**src/rtl/pipe_skid_stage.sv**
```systemverilog
// Pipeline stage register with valid/ready handshake, optional 2-entry skid
// buffer, synchronous flush and bubble generation (gated ctrl, NOP instr).
module pipe_skid_stage #(
  parameter int unsigned DATA_W    = 128,
  parameter int unsigned CTRL_W    = 8,
  parameter logic [31:0] NOP_INSTR = 32'h0000_0013,
  parameter bit          SKID      = 1'b1
) (
  input  logic              clk,
  input  logic              rst,
  input  logic              in_valid,
  output logic              in_ready,
  input  logic [DATA_W-1:0] in_data,
  input  logic [CTRL_W-1:0] in_ctrl,
  input  logic [31:0]       in_instr,
  input  logic              flush,
  output logic              out_valid,
  input  logic              out_ready,
  output logic [DATA_W-1:0] out_data,
  output logic [CTRL_W-1:0] out_ctrl,
  output logic [31:0]       out_instr,
  output logic [1:0]        occupancy
);

  typedef struct packed {
    logic              valid;
    logic [CTRL_W-1:0] ctrl;
    logic [31:0]       instr;
    logic [DATA_W-1:0] data;
  } entry_t;

  localparam entry_t EMPTY_ENTRY = '{valid: 1'b0, ctrl: '0, instr: NOP_INSTR, data: '0};

  entry_t m_q, m_d;
  entry_t s_q, s_d;
  entry_t in_entry;
  logic   in_fire;
  logic   out_fire;

  assign in_entry = '{valid: 1'b1, ctrl: in_ctrl, instr: in_instr, data: in_data};

  // With a skid entry, ready comes straight from a flop and never sees out_ready.
  generate
    if (SKID) begin : g_skid_ready
      assign in_ready = ~s_q.valid;
    end else begin : g_comb_ready
      assign in_ready = ~m_q.valid | out_ready;
    end
  endgenerate

  assign in_fire  = in_valid & in_ready;
  assign out_fire = m_q.valid & out_ready;

  always_comb begin
    // NOTE: hold-current-value defaults first, so every path assigns m_d/s_d and no latch is inferred.
    m_d = m_q;
    s_d = s_q;
    if (flush) begin
      // Payload data is kept; only side-effecting fields are scrubbed.
      m_d.valid = 1'b0;
      m_d.ctrl  = '0;
      m_d.instr = NOP_INSTR;
      s_d.valid = 1'b0;
      s_d.ctrl  = '0;
      s_d.instr = NOP_INSTR;
    end else if (!m_q.valid) begin
      if (in_fire) m_d = in_entry;
    end else if (out_fire) begin
      if (s_q.valid) begin
        m_d       = s_q;
        s_d.valid = 1'b0;
      end else if (in_fire) begin
        m_d = in_entry;
      end else begin
        m_d.valid = 1'b0;
      end
    end else if (in_fire && SKID) begin
      s_d = in_entry;
    end
  end

  always_ff @(posedge clk) begin
    if (rst) begin
      // NOTE: payload flops are reset as well because out_data must read 0 after reset.
      m_q <= EMPTY_ENTRY;
      s_q <= EMPTY_ENTRY;
    end else begin
      // NOTE: non-blocking assignments so every flop samples pre-edge values.
      m_q <= m_d;
      s_q <= s_d;
    end
  end

  assign out_valid = m_q.valid;
  assign out_data  = m_q.data;
  assign out_ctrl  = m_q.valid ? m_q.ctrl : '0;
  assign out_instr = m_q.valid ? m_q.instr : NOP_INSTR;
  assign occupancy = {1'b0, m_q.valid} + {1'b0, s_q.valid};

endmodule
```
**config.mk**
```make
export PLATFORM = sky130hd
export DESIGN_NAME = pipe_skid_stage
export DESIGN_NICKNAME = d
export VERILOG_FILES = /design/src/rtl/pipe_skid_stage.sv
export SDC_FILE = /design/constraint.sdc
export NUM_CORES = 1
export LEC_CHECK = 0
export CAP_MARGIN = 20
export CORE_MARGIN = 8
export CORE_UTILIZATION = 51
export CTS_CLUSTER_DIAMETER = 150
export CTS_CLUSTER_SIZE = 30
export DETAILED_ROUTE_END_ITERATION = 10
export PLACE_DENSITY_LB_ADDON = 0.08
export SYNTH_ARGS = -nofsm -noshare
export SYNTH_HDL_FRONTEND = slang
export SYNTH_SLANG_ARGS = --single-unit
```
**constraint.sdc**
```tcl
create_clock -name clk -period 1.75 [get_ports clk]
set_input_delay 0.4375 -clock clk [delete_from_list [all_inputs] [get_ports clk]]
set_output_delay 0.4375 -clock clk [all_outputs]
set_load 0.05 [all_outputs]
```
* Word-level counts from Yosys, hierarchy flattened
Index checks and enable logic that the tools add are counted.
Operators by class: add/subtract/negate cells 1, equal/unequal tests 2, mux-type cells 10, bitwise logic cells 5, reductions and logical operators 8
Operator list (number):
- 2-to-1 mux 169 bit | 5
- 2-to-1 mux 168 bit | 1
- 2-to-1 mux 32 bit | 1
- 2-to-1 mux 8 bit | 1
- AND reduction 4 bit | 2
- AND reduction 3 bit | 2
- nonzero test 2 bit | 2
- != test 3 bit, second input constant | 1
- inverter 1 bit | 3
- adder 1 x 1 -> 2 bit | 1
- AND 1 bit | 2
- 2-to-1 mux 1 bit | 2
- != test 2 x 1 -> 1 bit, second input constant | 1
- AND reduction 2 bit | 1
- OR reduction 2 bit | 1
Word-level totals: register bits after elaboration 338, word-level logic and storage cells 34

* Depth between registers and ports, before layout
Gate-level depths: netlist of the first run.
depth after elaboration 6, mapped depth 7, depth with buffers taken out 3

* Least setup slack after synthesis of the first run
No wires, ideal clock.
path type flip-flop to output port, from register m_q, in the netlist out_valid, to output port out_ctrl[0], data arrival time 1.599 ns, required time 1.312 ns, setup slack -0.287 ns, stages on the path, launching flop included 4, cell sequence dfxtp_1 > buf_6 > clkbuf_1 > and2_1
Between the ends: word-level cells in the longest chain between the ends 1
Ends and longest elaborated chain:
- start, declared | line 34 | entry_t m_q, m_d;
- start signal, assigned | line 89 | m_q <= m_d;
- 2-to-1 mux 8 bit | line 96 | assign out_ctrl = m_q.valid ? m_q.ctrl : '0;
- end, declared | line 20 | output logic [CTRL_W-1:0] out_ctrl,
Every way passes these cells.

* Final worst setup path of the first run
from register m_q, in the netlist out_valid, to output port out_instr[31]
Between the ends: word-level cells in the longest chain between the ends 1
Ends and longest elaborated chain:
- 2-to-1 mux 32 bit | line 97 | assign out_instr = m_q.valid ? m_q.instr : NOP_INSTR;
- end, declared | line 21 | output logic [31:0] out_instr,
Every way passes these cells.

==> results.cfg, run 1 <==
[clock_tree]
cts_tree = done
clock_latency_ns = 0.51
clockBufferDepth = 3
htreeDepth = 1
cts_buffers = 15
cts_root_buffer = clkbuf_16
clock-sinks = 338
clk_pin_slew_ns = 0.12

[route]
wl_per_cell_um = 23.4
vias_per_cell = 6.49
wl_um = 53800
drtPass1Iterations = 8
drc = 0
dr.first_iter.drc_count = 1472
ant_nets = 0
num_vias = 14900

[global_route]
grt_usage = 0.253
grt_pass1_wl_um = 76800
antenna_found_initial = 9
grt_max_degree = 162
grt_pass1_vias = 13800
overflow = 0

[hold_path]
hold_path_class = in -> reg

[power_and_ir_drop]
p_leak_uw = 0.00686
max-vdd-ir-drop_v = 0.000627
p_per_area_nw_per_um2 = 757

[synth]
synth-seq-cells = 338
synth_edf_count = 0
synth_seq_area_share = 0.436
synthArstFlopShare = 0
synth.avg_cell_area_um2 = 8.76
ys_warn_count = 0
syn-num-nets = 1945
synth_area_um2 = 15500
synth_cell_types = 33
synthFlopType = dfxtp_1
synth_cells = 1771

[timing]
fin_crit_sh = 1.10
finalMaxSlewViolations = 0
setup_tns_ns = -6.81
finClkSkew_ns = 0.0279
fin_ws_ns = -0.167
max_freq_mhz = 522
final-hold-violation-count = 0
max_slew_margin = 0.478
finalSetupViolCount = 118
worstMarginPinSlew_ns = 0.782
finalCriticalPeriod_ns = 1.92
rsz0062_at_grt = true

[worst_setup_path]
worstSetupEndpointType = primary output
critPathKind = reg -> out
crit_arrival_ns = 1.48
cp_max_fo = 7
cp-start-kind = register
worstPathRequired_ns = 1.31

[die]
die_w_um = 190
fp.dieH_um = 190
num_io_pins = 345
coreArea_um2 = 30300
dieArea_um2 = 36200
rows = 64
initial_core_util = 0.512

[placement]
io_buffers = 344
dp_hpwl_um = 31300
post-place-ws_ns = -0.438
gp_congestion = 0.780

[final_layout]
final_common_cell = dfxtp_1
nNetsFinal = 2073
final_cell_mix = dfxtp_1 (336), a21oi_1 (205), clkdlybuf4s50_1 (168), buf_4 (161), a32oi_1 (132)
synthToLayoutAreaGrowth_pct = 31.4
drive_gt1_frac = 0.233

[run_status]
violations = setup timing
status = complete, but fails checks

[flow_run]
maxCapViolations = 0
==> synth_stat cells (3+ instances only) <==
cell | instances | area [um^2]
dfxtp_1 | 338 | 6770
a21oi_1 | 207 | 1040
o21ai_0 | 168 | 841
a32oi_1 | 165 | 1450
buf_4 | 159 | 1190
a31oi_1 | 131 | 820
nand3_1 | 131 | 656
a211oi_1 | 107 | 803
clkbuf_1 | 92 | 345
nand2_1 | 81 | 304
buf_2 | 78 | 390
and2_1 | 40 | 250
a211oi_2 | 21 | 263
buf_1 | 15 | 56.3
buf_6 | 12 | 135
nand2b_1 | 5 | 31.3
nor2_1 | 3 | 11.3
o211ai_1 | 3 | 22.5
==> power by group <==
group | leakage (uW) | switching (uW) | internal (uW)
combinational | 0.00391 | 1980 | 1320
clock | 0.000196 | 2430 | 1600
sequential | 0.00275 | 159 | 7950
total | 0.00686 | 4570 | 10900
==> sequential cells by signal, summed over array words and instances (netlist names) <==
signal,flops
s_q,169
out_data,128
out_valid,1
m_q,40
==> cells by family after synthesis <==
logic type,synth area share
multiplexers,0.00234
buffers and inverters,0.138
flip-flops,0.436
AO/OA/AOI/OAI,0.337
adder cells (fa/ha/maj),0.000807
AND/OR/NAND/NOR,0.0855
==> worst paths after layout <==
kind | to | cells past startpoint | slack (ns) | from
setup / recovery | out_instr[31] | 4 | -0.17 | out_valid$_SDFF_PP0_
hold / removal | s_q[166]$_SDFFE_PP0P_ | 3 | 0.40 | rst
setup reg to reg | out_data[105]$_SDFFE_PP0P_ | 8 | -0.07 | out_valid$_SDFF_PP0_
hold reg to reg | s_q[139]$_SDFFE_PP0P_ | 2 | 0.46 | s_q[139]$_SDFFE_PP0P_
==> per-layer routing <==
layer,GRT usage,vias up,routed length [um]
met5,0,-,53
met4,0.0662,8,1340
met3,0.0689,87,5430
met2,0.400,747,25100
met1,0.337,7246,21800
li1,-,6825,-
==> repair_timing <==
item,4_1_cts,5_1_grt
pin swaps,12,70
setup endpoints to repair,44,230
gates cloned,1,31
resized for setup,31,137
buffers inserted,5,4
hold buffers,0,0
==> critical path, stage by stage, from the launching register on <==
cell     delay, ns
dfxtp_4       0.38
buf_6         0.14
buf_12        0.13
and2_4        0.17
buf_12        0.14
==> layout make-up <==
cell class | count | area (um^2)
fillers | 2410 | 9900
multi-input cells | 1078 | 7140
flip-flops and latches | 338 | 6770
repair buffers | 464 | 5520
well taps | 396 | 495
clock buffers | 15 | 375
clock inverters | 1 | 30.0
inverters | 2 | 20.0
diodes | 5 | 12.5
==> metrics by stage <==
step	area, um^2	util	cells	total power (uW)	hold slack (ns)
4_1_cts	19200	0.635	2259	15300	0.376
3_3_place_gp	18700	0.617	2237	11300	0.441
3_5_place_dp	18700	0.617	2237	11300	0.446
5_1_grt	20400	0.673	2299	16000	0.379
2_1_floorplan	15600	-	1771	10300	0.432
6_report	20400	0.673	2299	15400	0.397
No activity file was read; power rests on OpenSTA's default activity.
==> run 2, diff against run 1 <==
- ABC_CLOCK_PERIOD_IN_PS: not set -> 1750
==> results of run 2 <==
The final DEF is identical to that of run 1; final timing and power are the same.
==> run 3, diff against run 2 <==
- SKIP_LAST_GASP: not set -> 1
==> run 3 against run 2 <==
Compared with the run above: the run still ends with setup timing left; sequential share of layout area is 1.2 points higher; count of clock-buffer cells in the layout stayed put; utilization is 2.4 points lower; first-iteration DRC count is 1.0% higher; maximum frequency is 0.41% higher; clock skew hardly changed; register-to-register slack worse by 0.07 ns; routed wire length is 4.2% lower.
==> results.cfg, run 3 (synthesis gave the netlist of run 1 again) <==
[clock_tree]
cts_root_buffer = clkbuf_16
htreeDepth = 1
clock_latency_ns = 0.51
cts_tree = done
cts_buffers = 15
clk_pin_slew_ns = 0.12
cts-hold-fix-buffers = 0
clockBufferDepth = 3
clock-sinks = 338

[die]
fp.dieH_um = 190
die_w_um = 190
rows = 64
num_io_pins = 345
initial_core_util = 0.512
dieArea_um2 = 36200
coreArea_um2 = 30300

[placement]
dp_hpwl_um = 31300
io_buffers = 344
post-place-cells = 2237
post-place-ws_ns = -0.438
gp_congestion = 0.780

[timing]
finalSetupViolCount = 301
finalMaxSlewViolations = 0
rsz0062_at_grt = true
fin_ws_ns = -0.159
max_slew_margin = 0.470
worstMarginPinSlew_ns = 0.795
max_freq_mhz = 524
whs_ns = 0.392
final-hold-violation-count = 0
finClkSkew_ns = 0.0276
fin_crit_sh = 1.09
finalCriticalPeriod_ns = 1.91
setup_tns_ns = -21.98

[worst_setup_path]
critPathKind = reg -> out
worstPathRequired_ns = 1.31
reg2reg_slack_ns = -0.14
cp_max_fo = 7
cp-start-kind = register
crit_arrival_ns = 1.47
worstSetupEndpointType = primary output
crit_top_cell = buf_12
slowest_stage = dfxtp_4
path_cells = buf_6 -> buf_12 -> and2_4 -> buf_12
cp_slowest_stage_delay_ns = 0.41

[hold_path]
hold_path_class = in -> reg

[power_and_ir_drop]
p_per_area_nw_per_um2 = 778
max-vdd-ir-drop_v = 0.000624
swShare = 0.294
pwr-share-seq = 0.530
p_int_uw = 10800
pwr-share-comb = 0.206
pwr-share-clk = 0.264
p_leak_uw = 0.00656
switchingPower_uw = 4500

[global_route]
grt_max_degree = 162
overflow = 0
grt_pass1_wl_um = 76700
grt_pass1_vias = 13700
grt_usage = 0.253
antenna_found_initial = 9

[route]
drtPass1Iterations = 7
wl_per_cell_um = 22.6
wl_um = 51500
ant_nets = 0
vias_per_cell = 6.42
num_vias = 14700
dr.first_iter.drc_count = 1487
drc = 0

[final_layout]
nNetsFinal = 2057
top_register = s_q
synthToLayoutAreaGrowth_pct = 26.6
layoutNonFillerInstCount = 2283
final_common_cell = dfxtp_1
final_cell_mix = dfxtp_1 (336), a21oi_1 (207), buf_4 (170), clkdlybuf4s50_1 (170)
drive_gt1_frac = 0.202
largest_reg_flops = 169

[run_status]
violations = setup timing
status = complete, but fails checks

[flow_run]
maxCapViolations = 0
[run 3: routing by layer]
layer / global-route usage / routed length (um)
met5: 0 / 55
met4: 0.0644 / 1170
met3: 0.0689 / 5170
met2: 0.400 / 23800
met1: 0.337 / 21400
[run 3: power by group through the flow]
| stage | sequential, uW | combinational, uW | clock [uW] |
|---|---|---|---|
| floorplan | 8220 | 2090 | 0 |
| global placement | 8270 | 2980 | 0 |
| detailed placement | 8280 | 3000 | 0 |
| CTS | 8100 | 3030 | 4140 |
| global route | 8140 | 3310 | 4420 |
| finish | 8100 | 3150 | 4030 |
[run 3: final cells by class]
cell class	count	area (um^2)
antenna	5	12.5
clock buffer	15	375
clock inverter	1	30.0
fill	2522	10600
inverter	2	20.0
multi-input combinational	1077	6840
sequential	338	6770
tap	396	495
timing repair buffer	449	5090
[run 3: worst max-delay path: cells and delay by family (launching register included)]
kind | cells | cell delay, ns
DFF | 1 | 0.41
and+or+nand+nor | 1 | 0.15
buffers and inverters | 3 | 0.39
[run 3: final timing paths]
kind / startpoint / endpoint / depth (start not counted)
setup reg to reg: out_valid$_SDFF_PP0_ / out_data[4]$_SDFFE_PP0P_ / 6
setup / recovery: out_valid$_SDFF_PP0_ / out_instr[31] / 4
hold reg to reg: s_q[139]$_SDFFE_PP0P_ / s_q[139]$_SDFFE_PP0P_ / 2
hold / removal: rst / s_q[166]$_SDFFE_PP0P_ / 3
[run 3: stage by stage]
stage / power (uW) / util / instance area [um^2]
floorplan: 10300 / - / 15600
global placement: 11300 / 0.617 / 18700
detailed placement: 11300 / 0.617 / 18700
CTS: 15300 / 0.634 / 19200
global route: 15900 / 0.649 / 19600
finish: 15300 / 0.649 / 19600
[run 3: timing repair]
item,4_1_cts,5_1_grt
setup buffers,5,8
pin swaps,12,3
setup endpoints to repair,44,318
cloned,1,11
gates resized for setup,23,40
